File: src/rtl/sat_bin_pkg.sv
// Shared definitions for the bin-partitioned SAT engine control path.
// Holds the scheduler state encoding, the bin-index and level widths shared
// with the load/update stage, and the global result codes.
package sat_bin_pkg;

   localparam int BIN_IDX_W = 10;   // width of a bin index
   localparam int LVL_W     = 10;   // width of a decision/backtrack level

   typedef enum logic [2:0] {
      ST_IDLE      = 3'd0,
      ST_LOAD      = 3'd1,
      ST_WAIT_LOAD = 3'd2,
      ST_RUN       = 3'd3,
      ST_WAIT_RUN  = 3'd4,
      ST_BKT       = 3'd5,
      ST_WAIT_BKT  = 3'd6,
      ST_FINISH    = 3'd7
   } sched_state_e;

   typedef enum logic [1:0] {
      RES_NONE  = 2'd0,
      RES_SAT   = 2'd1,
      RES_UNSAT = 2'd2,
      RES_ERR   = 2'd3
   } sched_res_e;

endpackage

File: src/rtl/sched_watchdog.sv
// Wait-state watchdog for the bin scheduler.
// Ports:
//   clk, rst   : clock, synchronous active-low reset
//   clr_i      : restart the count (asserted on entry to a wait state)
//   en_i       : currently waiting; the count advances once per cycle
//   expired_o  : high during the TIMEOUT_CYCLES-th consecutive wait cycle
module sched_watchdog #(
   parameter int TIMEOUT_CYCLES = 65535
) (
   input  logic clk,
   input  logic rst,
   input  logic clr_i,
   input  logic en_i,
   output logic expired_o
);

   localparam int CNT_W = (TIMEOUT_CYCLES > 1) ? $clog2(TIMEOUT_CYCLES) : 1;
   localparam logic [CNT_W-1:0] LAST = CNT_W'(TIMEOUT_CYCLES - 1);

   logic [CNT_W-1:0] cnt_q, cnt_d;

   // The count holds at LAST so a stalled enable can never wrap around.
   always_comb begin
      cnt_d = cnt_q;
      if (clr_i) begin
         cnt_d = '0;
      end else if (en_i && (cnt_q != LAST)) begin
         cnt_d = cnt_q + 1'b1;
      end
   end

   always_ff @(posedge clk) begin
      if (!rst) begin
         cnt_q <= '0;
      end else begin
         cnt_q <= cnt_d;
      end
   end

   // The first wait cycle sees a count of 0, so LAST marks the final one.
   assign expired_o = en_i && (cnt_q == LAST);

endmodule

File: src/rtl/bin_sched_ctrl.sv
// Bin scheduler for the bin-partitioned SAT engine. Walks the bins
// round-robin, asks the load/update stage to load each one, runs the SAT
// engine on it and reacts to bin SAT / conflict results. Declares global
// SAT after NUM_BINS consecutive bin SATs, UNSAT on a level-0 conflict,
// or an error when any wait state exceeds TIMEOUT_CYCLES.
// Ports:
//   clk, rst               : clock, synchronous active-low reset
//   start_i                : begin solving from bin 0 (IDLE/FINISH only)
//   start_load_update_o    : one-cycle load/update request
//   first_load_update_o    : qualifies the request; nothing to write back
//   request_bin_num_o      : bin to load, held until the next request
//   load_update_done_i     : load/update finished
//   start_bin_o            : one-cycle pulse; run the loaded bin
//   bin_sat_i              : bin satisfied
//   bin_conflict_i         : unresolvable conflict, level on bin_bkt_lvl_i
//   start_backtrack_o      : one-cycle backtrack request
//   bkt_lvl_o              : level of the most recent conflict
//   backtrack_done_i       : global backtrack finished
//   busy_o                 : solving (not IDLE, not FINISH)
//   done_o/sat_o/unsat_o/error_o : final result, held until next start_i
//   num_loads_o            : saturating count of load requests this solve
module bin_sched_ctrl
   import sat_bin_pkg::*;
#(
   parameter int NUM_BINS       = 16,
   parameter int WIDTH_BIN_I    = BIN_IDX_W,
   parameter int WIDTH_LVL      = LVL_W,
   parameter int TIMEOUT_CYCLES = 65535,
   parameter int WIDTH_STAT     = 32
) (
   input  logic                   clk,
   input  logic                   rst,
   input  logic                   start_i,
   output logic                   start_load_update_o,
   output logic                   first_load_update_o,
   output logic [WIDTH_BIN_I-1:0] request_bin_num_o,
   input  logic                   load_update_done_i,
   output logic                   start_bin_o,
   input  logic                   bin_sat_i,
   input  logic                   bin_conflict_i,
   input  logic [WIDTH_LVL-1:0]   bin_bkt_lvl_i,
   output logic                   start_backtrack_o,
   output logic [WIDTH_LVL-1:0]   bkt_lvl_o,
   input  logic                   backtrack_done_i,
   output logic                   busy_o,
   output logic                   done_o,
   output logic                   sat_o,
   output logic                   unsat_o,
   output logic                   error_o,
   output logic [WIDTH_STAT-1:0]  num_loads_o
);

   localparam int STREAK_W = $clog2(NUM_BINS + 1);
   localparam logic [WIDTH_BIN_I-1:0] LAST_BIN    = WIDTH_BIN_I'(NUM_BINS - 1);
   localparam logic [STREAK_W-1:0]    FULL_STREAK = STREAK_W'(NUM_BINS);

   sched_state_e             state_q, state_d;
   logic [WIDTH_BIN_I-1:0]   cur_bin_q, cur_bin_d;
   logic [WIDTH_BIN_I-1:0]   req_bin_q, req_bin_d;
   logic [STREAK_W-1:0]      streak_q, streak_d;
   logic                     first_q, first_d;
   logic                     start_load_q, start_load_d;
   logic                     first_load_q, first_load_d;
   logic                     start_bin_q, start_bin_d;
   logic                     start_bkt_q, start_bkt_d;
   logic [WIDTH_LVL-1:0]     bkt_lvl_q, bkt_lvl_d;
   logic                     busy_q, busy_d;
   logic                     done_q, done_d;
   logic                     sat_q, sat_d;
   logic                     unsat_q, unsat_d;
   logic                     error_q, error_d;
   logic [WIDTH_STAT-1:0]    num_loads_q, num_loads_d;
   logic                     wd_clr, wd_en, wd_expired;
   sched_res_e               fin_res;

   sched_watchdog #(
      .TIMEOUT_CYCLES (TIMEOUT_CYCLES)
   ) u_watchdog (
      .clk       (clk),
      .rst       (rst),
      .clr_i     (wd_clr),
      .en_i      (wd_en),
      .expired_o (wd_expired)
   );

   always_comb begin
      state_d      = state_q;
      cur_bin_d    = cur_bin_q;
      req_bin_d    = req_bin_q;
      streak_d     = streak_q;
      first_d      = first_q;
      start_load_d = 1'b0;
      first_load_d = 1'b0;
      start_bin_d  = 1'b0;
      start_bkt_d  = 1'b0;
      bkt_lvl_d    = bkt_lvl_q;
      done_d       = done_q;
      sat_d        = sat_q;
      unsat_d      = unsat_q;
      error_d      = error_q;
      num_loads_d  = num_loads_q;
      wd_clr       = 1'b0;
      wd_en        = 1'b0;
      fin_res      = RES_NONE;

      case (state_q)
         ST_IDLE, ST_FINISH: begin
            if (start_i) begin
               cur_bin_d   = '0;
               streak_d    = '0;
               first_d     = 1'b1;
               num_loads_d = '0;
               done_d      = 1'b0;
               sat_d       = 1'b0;
               unsat_d     = 1'b0;
               error_d     = 1'b0;
               state_d     = ST_LOAD;
            end
         end
         ST_LOAD: begin
            start_load_d = 1'b1;
            first_load_d = first_q;
            req_bin_d    = cur_bin_q;
            if (num_loads_q != '1) begin
               num_loads_d = num_loads_q + 1'b1;
            end
            first_d = 1'b0;
            wd_clr  = 1'b1;
            state_d = ST_WAIT_LOAD;
         end
         ST_WAIT_LOAD: begin
            wd_en = 1'b1;
            if (load_update_done_i) begin
               state_d = ST_RUN;
            end else if (wd_expired) begin
               fin_res = RES_ERR;
            end
         end
         ST_RUN: begin
            start_bin_d = 1'b1;
            wd_clr      = 1'b1;
            state_d     = ST_WAIT_RUN;
         end
         ST_WAIT_RUN: begin
            wd_en = 1'b1;
            // A conflict outranks a simultaneous bin SAT.
            if (bin_conflict_i) begin
               streak_d  = '0;
               bkt_lvl_d = bin_bkt_lvl_i;
               if (bin_bkt_lvl_i == '0) begin
                  fin_res = RES_UNSAT;
               end else begin
                  state_d = ST_BKT;
               end
            end else if (bin_sat_i) begin
               streak_d = streak_q + 1'b1;
               if ((streak_q + 1'b1) == FULL_STREAK) begin
                  fin_res = RES_SAT;
               end else begin
                  cur_bin_d = (cur_bin_q == LAST_BIN) ? '0 : cur_bin_q + 1'b1;
                  state_d   = ST_LOAD;
               end
            end else if (wd_expired) begin
               fin_res = RES_ERR;
            end
         end
         ST_BKT: begin
            start_bkt_d = 1'b1;
            wd_clr      = 1'b1;
            state_d     = ST_WAIT_BKT;
         end
         ST_WAIT_BKT: begin
            wd_en = 1'b1;
            // The same bin is reloaded so its learnt clauses are written back.
            if (backtrack_done_i) begin
               state_d = ST_LOAD;
            end else if (wd_expired) begin
               fin_res = RES_ERR;
            end
         end
         default: begin
            state_d = ST_IDLE;
         end
      endcase

      if (fin_res != RES_NONE) begin
         state_d = ST_FINISH;
         done_d  = 1'b1;
         sat_d   = (fin_res == RES_SAT);
         unsat_d = (fin_res == RES_UNSAT);
         error_d = (fin_res == RES_ERR);
      end

      busy_d = (state_d != ST_IDLE) && (state_d != ST_FINISH);
   end

   always_ff @(posedge clk) begin
      if (!rst) begin
         state_q      <= ST_IDLE;
         cur_bin_q    <= '0;
         req_bin_q    <= '0;
         streak_q     <= '0;
         first_q      <= 1'b1;
         start_load_q <= 1'b0;
         first_load_q <= 1'b0;
         start_bin_q  <= 1'b0;
         start_bkt_q  <= 1'b0;
         bkt_lvl_q    <= '0;
         busy_q       <= 1'b0;
         done_q       <= 1'b0;
         sat_q        <= 1'b0;
         unsat_q      <= 1'b0;
         error_q      <= 1'b0;
         num_loads_q  <= '0;
      end else begin
         state_q      <= state_d;
         cur_bin_q    <= cur_bin_d;
         req_bin_q    <= req_bin_d;
         streak_q     <= streak_d;
         first_q      <= first_d;
         start_load_q <= start_load_d;
         first_load_q <= first_load_d;
         start_bin_q  <= start_bin_d;
         start_bkt_q  <= start_bkt_d;
         bkt_lvl_q    <= bkt_lvl_d;
         busy_q       <= busy_d;
         done_q       <= done_d;
         sat_q        <= sat_d;
         unsat_q      <= unsat_d;
         error_q      <= error_d;
         num_loads_q  <= num_loads_d;
      end
   end

   assign start_load_update_o = start_load_q;
   assign first_load_update_o = first_load_q;
   assign request_bin_num_o   = req_bin_q;
   assign start_bin_o         = start_bin_q;
   assign start_backtrack_o   = start_bkt_q;
   assign bkt_lvl_o           = bkt_lvl_q;
   assign busy_o              = busy_q;
   assign done_o              = done_q;
   assign sat_o               = sat_q;
   assign unsat_o             = unsat_q;
   assign error_o             = error_q;
   assign num_loads_o         = num_loads_q;

endmodule

File: config.mk
export PLATFORM = sky130hd
export DESIGN_NAME = bin_sched_ctrl
export DESIGN_NICKNAME = d
export VERILOG_FILES = /design/src/rtl/sat_bin_pkg.sv /design/src/rtl/sched_watchdog.sv /design/src/rtl/bin_sched_ctrl.sv
export SDC_FILE = /design/constraint.sdc
export NUM_CORES = 1
export LEC_CHECK = 0
export BUFFER_PORTS_ARGS = -buffer_cell sky130_fd_sc_hd__buf_4
export CAP_MARGIN = 15
export CELL_PAD_IN_SITES_DETAIL_PLACEMENT = 2
export CELL_PAD_IN_SITES_GLOBAL_PLACEMENT = 2
export CORE_ASPECT_RATIO = 1.5
export CORE_MARGIN = 3
export CORE_UTILIZATION = 33
export CTS_CLUSTER_DIAMETER = 50
export DETAILED_ROUTE_END_ITERATION = 6
export GPL_TIMING_DRIVEN = 0
export PLACE_DENSITY = 0.9
export REMOVE_ABC_BUFFERS = 1
export SYNTH_ARGS = -nofsm -noshare
export SYNTH_HDL_FRONTEND = slang
export SYNTH_HIERARCHICAL = 1
export SYNTH_SLANG_ARGS = --single-unit
File: constraint.sdc
create_clock -name clk -period 2.1 [get_ports clk]
set_input_delay 0.105 -clock clk [delete_from_list [all_inputs] [get_ports clk]]
set_output_delay 0.105 -clock clk [all_outputs]
set_load 0.005 [all_outputs]
==> flow_summary.yaml, run 1 <==
clock_tree:
  clock_latency_ns: 0.36
  root_buffer: "clkbuf_16"
  ctsHtreeMaxLevel: 3
  clk_path_buf_depth: 2
  clk_pin_slew_ns: 0.08
  cts_sinks: 96
  cts_tree: "done"
  cts_buffers: 9
logic_synthesis:
  synthSimpleGateAreaFrac: 0.3123
  ys.flop_type: "dfxtp_1"
  synthMuxAreaShare: 0.002429
  synth_fa_ha_area_frac: 0.01619
  synthArstFlopShare: 0
  yosys.area.top_type: "dfxtp_1"
  synth_compound_area_frac: 0.1574
  synth_warnings: 6
  yosysSeqAreaShare: 0.4146
  synth_cells: 543
  ys_seq_elements: 96
  synth_top_family_by_area: "simple AND/OR/NAND/NOR gates"
  synth-edff-count: 0
  synth_area_um2: 4636
  synth_area_leaders: "dfxtp_1 (41%), nand2_1 (6.2%), xor2_1 (5.5%)"
  synth_xor_area_frac: 0.06613
  avgSynthCellArea_um2: 8.537
  yosys.area.top_type_share: 0.4146
  yosysUniqueCellTypes: 65
routing:
  wl_per_cell_um: 23.41
  antenna_left: 0
  drt_iter0_drc: 162
  firstDrtPassIters: 4
  drt_wl_total_mm: 18.73
  vias_per_cell: 5.789
  drc: 0
  num_vias: 4631
timing:
  drv_slew: 0
  finalSetupViolCount: 2
  max_freq_ghz: 0.4748
  clock_skew_ns: 0.01023
  setup_ws_ns: -0.006324
  max_slew.worst_pin.slew_ns: 0.6757
  tns_ns: -0.008120
  rsz0062_at_grt: "yes"
  hold-worst-slack_ns: 0.002885
  period_minus_slack_ns: 2.106
  post-route-period-util: 1.003
  hold_viol: 0
  relSlewSlack: 0.5496
power:
  power_per_cell_area_nw_per_um2: 667.4
  ir_drop_uv: 460.9
  p_total_mw: 4.042
  leakagePower_nw: 2.340
placement:
  place_ws_ns: -1.095
  hpwl_mm: 10.89
  gp_congestion: 0.8315
  postPlaceCellArea_um2: 5299
  portBuffers: 77
outcome:
  violations: "negative setup slack"
  status: "finished, violations left"
die:
  die_area_um2: 15540
  die_h_um: 151.2
  start_util: 0.3409
  rows: 52
  ioPinCount: 78
  core-area_um2: 13600
  dieWidth_um: 102.8
finish:
  register_area_um2: 1943
  nets: 656
  layout_common_cells: "buf_4 (100), dfxtp_1 (85), nand2_1 (75)"
  final_area_um2: 6056
  drive_gt1_frac: 0.2821
  fill_cells: 1477
  syn2layout_area_growth_pct: 30.63
  diodes: 0
  layout.cells.most_common: "buf_4"
  multiInputGateArea_um2: 2804
setup_path:
  endpoint_kind: "flip-flop"
  critical_path_class: "flip-flop to flip-flop"
  crit_fanout: 8
  cp.arrival_ns: 2.33
  rr_startpoint: "state_q[2]$_SDFF_PN0_"
  required_ns: 2.33
  critPathLaunchType: "flip-flop"
  crit_start: "state_q[2]$_SDFF_PN0_"
grt:
  grt_max_degree: 35
  overflow: 0
  grt_usage: 0.2248
  grt_pass1_vias: 5002
  grt_pass1_wl_mm: 27.24
  antenna_found_initial: 0
run:
  maxCapViolCount: 0
hold_path:
  min_path_type: "input pin to flip-flop"
  hold_start: "bin_bkt_lvl_i[0]"
through the flow:
step | util | std cells
finish | 0.4453 | 800
global placement | 0.3897 | 756
detailed placement | 0.3897 | 756
global route | 0.4453 | 800
CTS | 0.4263 | 782
floorplan | - | 517
logic make-up after synthesis:
family / Yosys count
flops: 96
buf+inv: 33
fa+ha+maj: 6
mux: 1
xor+xnor: 35
simple gates: 264
compound gates: 108
state kept, by name, summed over array words and instances, names as in the netlist, 3 cells and up:
signal / cells
state_q: 3
u_watchdog/cnt_q: 16
bkt_lvl_o: 10
streak_q: 5
num_loads_o: 32
cur_bin_q: 10
request_bin_num_o: 10
final cells by class:
class,count,share of cell area
Multi-Input combinational cell,416,0.4630
Tap cell,162,0.03347
Timing Repair Buffer,103,0.1293
Sequential cell,96,0.3209
Clock buffer,10,0.03781
Inverter,7,0.004339
Clock inverter,6,0.01116
cells in the mapped netlist, drive strengths merged (7+ instances only):
cell / number
and4: 9
o21ai: 15
nor3: 7
nand2: 77
or4: 11
and3: 20
nand3: 23
nor2: 59
buf: 11
nand4: 17
a31oi: 7
o2111ai: 11
xor2: 29
a21oi: 46
and2: 9
clkbuf: 15
dfxtp: 96
power breakdown:
group	internal, mW	leakage (nW)	switching, mW
registers	1.84	0.781	0.0392
logic	0.148	1.42	0.277
clock network	0.930	0.139	0.803
final timing paths:
| kind | to | depth (start not counted) | slack (ns) |
|---|---|---|---|
| max | num_loads_o[27]$_SDFFE_PN0P_ | 6 | -0.006 |
| max reg2reg | num_loads_o[27]$_SDFFE_PN0P_ | 6 | -0.006 |
| min | bkt_lvl_o[0]$_SDFFE_PN0P_ | 3 | 0.003 |
| min reg2reg | bkt_lvl_o[5]$_SDFFE_PN0P_ | 2 | 0.46 |
metal layers:
| layer | wire length [µm] | track usage | vias to the layer above |
|---|---|---|---|
| met1 | 7109 | 0.2403 | 2360 |
| met2 | 10670 | 0.4318 | 97 |
| met3 | 502 | 0.03548 | 31 |
| met5 | 0 | 0 | - |
| li1 | - | - | 2143 |
| met4 | 443 | 0.08296 | 0 |
worst max-delay path, stage by stage (launching register included):
cell	delay [ns]
dfxtp_4	0.38
or4b_4	0.63
a31oi_4	0.25
nand4_4	0.20
nor3b_4	0.28
xnor2_2	0.16
nor2_2	0.07
repair_timing:
item,CTS,global route
endpoints found under the hold margin,1,0
setup endpoints to repair,67,55
cloned,1,1
setup buffers,8,16
pin swaps,6,9
gates resized for setup,32,33
hold buffers,1,0
(Power assumes the default switching activity.)
==> run 2: changes to the inputs <==
--- a/config.mk
+++ b/config.mk
@@ -17,6 +17,7 @@
 export GPL_TIMING_DRIVEN = 0
 export PLACE_DENSITY = 0.9
 export REMOVE_ABC_BUFFERS = 1
+export SKIP_CTS_REPAIR_TIMING = 1
 export SYNTH_ARGS = -nofsm -noshare
 export SYNTH_HDL_FRONTEND = slang
 export SYNTH_HIERARCHICAL = 1
==> run 2 against run 1 <==
  * The flow finishes with violations (negative hold slack, negative setup slack)
  * Wire length increased by 1.8%
  * Clock skew up 0.00069 ns
  * Worst setup slack lost 0.064 ns
  * Cell area decreased by 1.7%
  * Global-route usage is 1.6 points lower
  * Final cell count down 1.1%
  * Non-clock buffer count shrank 8
  * Fmax down 2.9%
  * Sequential cell count did not move
  * Critical path depth is 1 higher
  * Largest cell class unchanged
==> flow_summary.yaml, run 2 (synthesized netlist as in run 1, its figures left out) <==
power:
  p_int_mw: 2.913
  comb_power_share: 0.099
  leakagePower_nw: 2.290
  p_sw_mw: 1.110
  power_per_cell_area_nw_per_um2: 675.5
  ir_drop_uv: 384.9
  clkPwrFrac: 0.431
  sw_frac_of_total: 0.2759
  sequentialPowerShare: 0.470
placement:
  hpwl_mm: 10.89
  portBuffers: 77
  gp_congestion: 0.8315
  postPlaceCellArea_um2: 5299
die:
  start_util: 0.3409
  rows: 52
  core-area_um2: 13600
  die_h_um: 151.2
  die_area_um2: 15540
  ioPinCount: 78
  dieWidth_um: 102.8
timing:
  rsz0062_at_grt: "yes"
  setup_ws_ns: -0.07034
  relSlewSlack: 0.5531
  clock_skew_ns: 0.01092
  max_slew.worst_pin.slew_ns: 0.6703
  finalSetupViolCount: 9
  hold-worst-slack_ns: -0.0002038
  period_minus_slack_ns: 2.170
  max_freq_ghz: 0.4608
  post-route-period-util: 1.033
  hold_viol: 1
  drv_slew: 0
setup_path:
  critPathLaunchType: "flip-flop"
  crit_fanout: 7
  crit_chain: "ha_2 > and3_2 > xor2_2 > a31oi_4 > nor2_1 > o21ai_0 > a21oi_1"
  cp.arrival_ns: 2.45
  critical_path_class: "flip-flop to flip-flop"
  rrSetupSlack_ns: -0.07
  cpPeakStageDelay_ns: 0.41
  path_buf_inv: 0
  crit_family: "simple AND/OR/NAND/NOR gates"
  cp_slowest_cell: "dfxtp_2"
  endpoint_kind: "flip-flop"
  required_ns: 2.38
grt:
  grt_max_degree: 35
  grt_pass1_vias: 4893
  grt_pass1_wl_mm: 25.54
  overflow: 0
  grt_usage: 0.2091
  antenna_found_initial: 0
clock_tree:
  cts_buffers: 9
  cts_tree: "done"
  ctsHtreeMaxLevel: 3
  clk_pin_slew_ns: 0.07
  clk_path_buf_depth: 2
  clock_latency_ns: 0.36
  cts_sinks: 96
  root_buffer: "clkbuf_16"
run:
  maxCapViolCount: 0
finish:
  drive_gt1_frac: 0.2576
  final_area_um2: 5954
  layout.cells.most_common: "buf_4"
  largest_reg_flops: 32
  syn2layout_area_growth_pct: 28.45
  layout_common_cells: "buf_4 (93), dfxtp_1 (88), nand2_1 (74)"
  diodes: 0
  nets: 647
routing:
  drt_wl_total_mm: 19.05
  vias_per_cell: 5.999
  drt_iter0_drc: 209
  drc: 0
  firstDrtPassIters: 4
  wl_per_cell_um: 24.09
  num_vias: 4745
  antenna_left: 0
outcome:
  violations: "negative hold slack, negative setup slack"
  status: "finished, violations left"
hold_path:
  min_path_type: "input pin to flip-flop"
-- run 2: through the flow --
step	std cells	power, mW	util	TNS [ns]	worst slack, ns
final	791	4.022	0.4379	-0.3650	-0.07034
after global routing	791	4.149	0.4379	-1.853	-0.2045
after CTS	772	3.938	0.4115	-34.58	-1.157
after detailed placement	756	2.240	0.3897	-30.98	-1.095
after global placement	756	2.221	0.3897	-24.87	-1.024
after floorplan	517	2.096	-	-0.6627	-0.2184
-- run 2: area by class of cell --
type                            instances  area [µm²]
Clock buffer                           10       229.0
Clock inverter                          6       67.56
Fill cell                            1458        7644
Inverter                                7       26.28
Multi-Input combinational cell        415        2734
Sequential cell                        96        1942
Tap cell                              162       202.7
Timing Repair Buffer                   95       753.2
-- run 2: final timing paths --
path,from,to,depth (start not counted)
setup / recovery,streak_q[0]$_SDFFE_PN0P_,cur_bin_q[4]$_SDFFE_PN0P_,7
hold / removal,bin_bkt_lvl_i[0],bkt_lvl_o[0]$_SDFFE_PN0P_,3
setup reg to reg,streak_q[0]$_SDFFE_PN0P_,cur_bin_q[4]$_SDFFE_PN0P_,7
hold reg to reg,bkt_lvl_o[5]$_SDFFE_PN0P_,bkt_lvl_o[5]$_SDFFE_PN0P_,2
-- run 2: power by group through the flow --
stage          clock (mW)  sequential, mW  combinational [mW]
5_1_grt              1.83            1.89               0.428
2_1_floorplan           0            1.91               0.182
3_5_place_dp            0            1.92               0.315
4_1_cts              1.73            1.88               0.325
6_report             1.73            1.89               0.399
3_3_place_gp            0            1.92               0.300
-- run 2: worst reg2reg max path, delay by kind of cell (launching register included) --
kind                       cells  cell delay [ns]
and+or+nand+nor                2             0.62
AOI/OAI and AO/OA              3             0.56
DFF                            1             0.41
xor gates and xnor gates       1             0.26
adders and majority gates      1             0.24
-- run 2: routing by layer --
layer  vias to the layer above  share of wire  routed length [µm]  global-route usage
met5                         -              0                   0                   0
met1                      2424           0.38                7162              0.2240
met2                       143           0.55               10570              0.4030
li1                       2123              -                   -                   -
met3                        55          0.034                 656             0.03410
met4                         0          0.035                 667             0.07129
==> run 3: changes to the inputs <==
--- a/config.mk
+++ b/config.mk
@@ -14,7 +14,7 @@
 export CORE_UTILIZATION = 33
 export CTS_CLUSTER_DIAMETER = 50
 export DETAILED_ROUTE_END_ITERATION = 6
-export GPL_TIMING_DRIVEN = 0
+export GPL_TIMING_DRIVEN = 1
 export PLACE_DENSITY = 0.9
 export REMOVE_ABC_BUFFERS = 1
 export SKIP_CTS_REPAIR_TIMING = 1
==> run 3 against run 2 <==
  * The run still ends with negative hold slack, negative setup slack left
  * Register-to-register slack lost 0.06 ns
  * Critical path type unchanged
  * Critical path depth grew 1
  * Wire length grew 8.8%
  * Clock power grew 9%
  * Hold slack lost 0.0040 ns
  * First-iteration DRC count grew 24%
  * Non-clock buffer count grew 41
  * Combinational power grew 14%
  * Global-route usage grew 3.6 points
==> flow_summary.yaml, run 3 (synthesized netlist as in run 1, its figures left out) <==
finish:
  largest_reg_flops: 32
  syn2layout_area_growth_pct: 34.74
  fin_util: 0.4593
  layout.cells.most_common: "buf_4"
  fill_cells: 1501
  nets: 687
  final_area_um2: 6246
  layout_common_cells: "buf_4 (134), dfxtp_1 (88), nand2_1 (76)"
  drive_gt1_frac: 0.3049
  diodes: 0
placement:
  portBuffers: 77
  place_ws_ns: -0.06176
  postPlaceCellArea_um2: 5712
  hpwl_mm: 13.43
  gp_congestion: 0.8777
timing:
  clock_skew_ns: 0.01084
  relSlewSlack: 0.6670
  finalSetupViolCount: 7
  rsz0062_at_grt: "yes"
  max_slew.worst_pin.slew_ns: 0.4991
  setup_ws_ns: -0.1281
  max_freq_ghz: 0.4488
  hold_viol: 1
  hold-worst-slack_ns: -0.004235
  post-route-period-util: 1.061
  period_minus_slack_ns: 2.228
  drv_slew: 0
  tns_ns: -0.3395
setup_path:
  crit_fanout: 13
  cp.arrival_ns: 2.47
  endpoint_kind: "flip-flop"
  required_ns: 2.34
  critPathLaunchType: "flip-flop"
  critical_path_class: "flip-flop to flip-flop"
hold_path:
  min_path_type: "input pin to flip-flop"
grt:
  grt_usage: 0.2452
  grt_pass1_vias: 5439
  antenna_found_initial: 0
  grt_pass1_wl_mm: 29.43
  grt_max_degree: 19
  overflow: 0
routing:
  firstDrtPassIters: 4
  drt_wl_total_mm: 20.73
  drc: 0
  vias_per_cell: 5.907
  num_vias: 4909
  antenna_left: 0
  drt_iter0_drc: 260
  wl_per_cell_um: 24.95
clock_tree:
  root_buffer: "clkbuf_16"
  clock_latency_ns: 0.36
  clk_path_buf_depth: 2
  cts_buffers: 9
  cts_tree: "done"
  clk_pin_slew_ns: 0.07
  ctsHtreeMaxLevel: 3
  cts_sinks: 96
die:
  die_area_um2: 15540
  start_util: 0.3409
  rows: 52
  ioPinCount: 78
  dieWidth_um: 102.8
  die_h_um: 151.2
  core-area_um2: 13600
run:
  maxCapViolCount: 0
power:
  power_per_cell_area_nw_per_um2: 674.7
  ir_drop_uv: 342.1
  p_total_mw: 4.214
  leakagePower_nw: 2.483
outcome:
  violations: "negative hold slack, negative setup slack"
  status: "finished, violations left"
## run 3: cell types whose count changed in the layout (fill, tap and decap cells not counted), sizes merged
cell,previous run,this run
bufinv,1,2
nand4,18,17
clkbuf,10,9
clkinv,3,1
buf,95,136
inv,7,9
## run 3: final cells by class
type                            instances  area, µm²  area share
Sequential cell                        96       1932      0.3093
Clock inverter                          7      101.3     0.01623
Clock buffer                            9      225.2     0.03606
Timing Repair Buffer                  136       1028      0.1647
Inverter                                7      26.28    0.004207
Multi-Input combinational cell        414       2730      0.4371
Tap cell                              162      202.7     0.03245
## run 3: routing by layer
metal	vias up	track usage	share of wire
met3	52	0.03641	0.035
met2	152	0.4767	0.56
met5	-	0	0
met4	0	0.1011	0.033
li1	2199	-	-
met1	2506	0.2537	0.38
## run 3: per-stage QoR
step / instances / hold slack [ns]
final: 831 / -0.004235
after global routing: 831 / 0.007128
after CTS: 827 / -0.003113
after detailed placement: 811 / 0.3744
after global placement: 811 / 0.3667
after floorplan: 517 / 0.2357
## run 3: critical path: stages (launching register included)
cell and delay, ns:
dfxtp_1 0.36, buf_4 0.21, nor4b_4 0.34, nand2_1 0.19, a31oi_4 0.22, buf_4 0.21
o2111ai_2 0.19, xor2_1 0.28, nor2_1 0.11
## run 3: path summary, 6_finish.rpt
path / depth (start not counted) / start / slack [ns] / end
worst min register to register: 2 / bkt_lvl_o[9]$_SDFFE_PN0P_ / 0.46 / bkt_lvl_o[9]$_SDFFE_PN0P_
worst max register to register: 8 / state_q[0]$_SDFF_PN0_ / -0.13 / cur_bin_q[9]$_SDFFE_PN0P_
worst max-delay path: 8 / state_q[0]$_SDFF_PN0_ / -0.13 / cur_bin_q[9]$_SDFFE_PN0P_
worst min-delay path: 3 / bin_bkt_lvl_i[4] / -0.004 / bkt_lvl_o[4]$_SDFFE_PN0P_
## run 3: power breakdown
group / switching (mW) / total [mW] / internal, mW / leakage, nW
registers: 0.0259 / 1.87 / 1.84 / 0.778
clock network: 0.830 / 1.89 / 1.06 / 0.153
logic: 0.297 / 0.455 / 0.158 / 1.55
total: 1.15 / 4.21 / 3.06 / 2.48
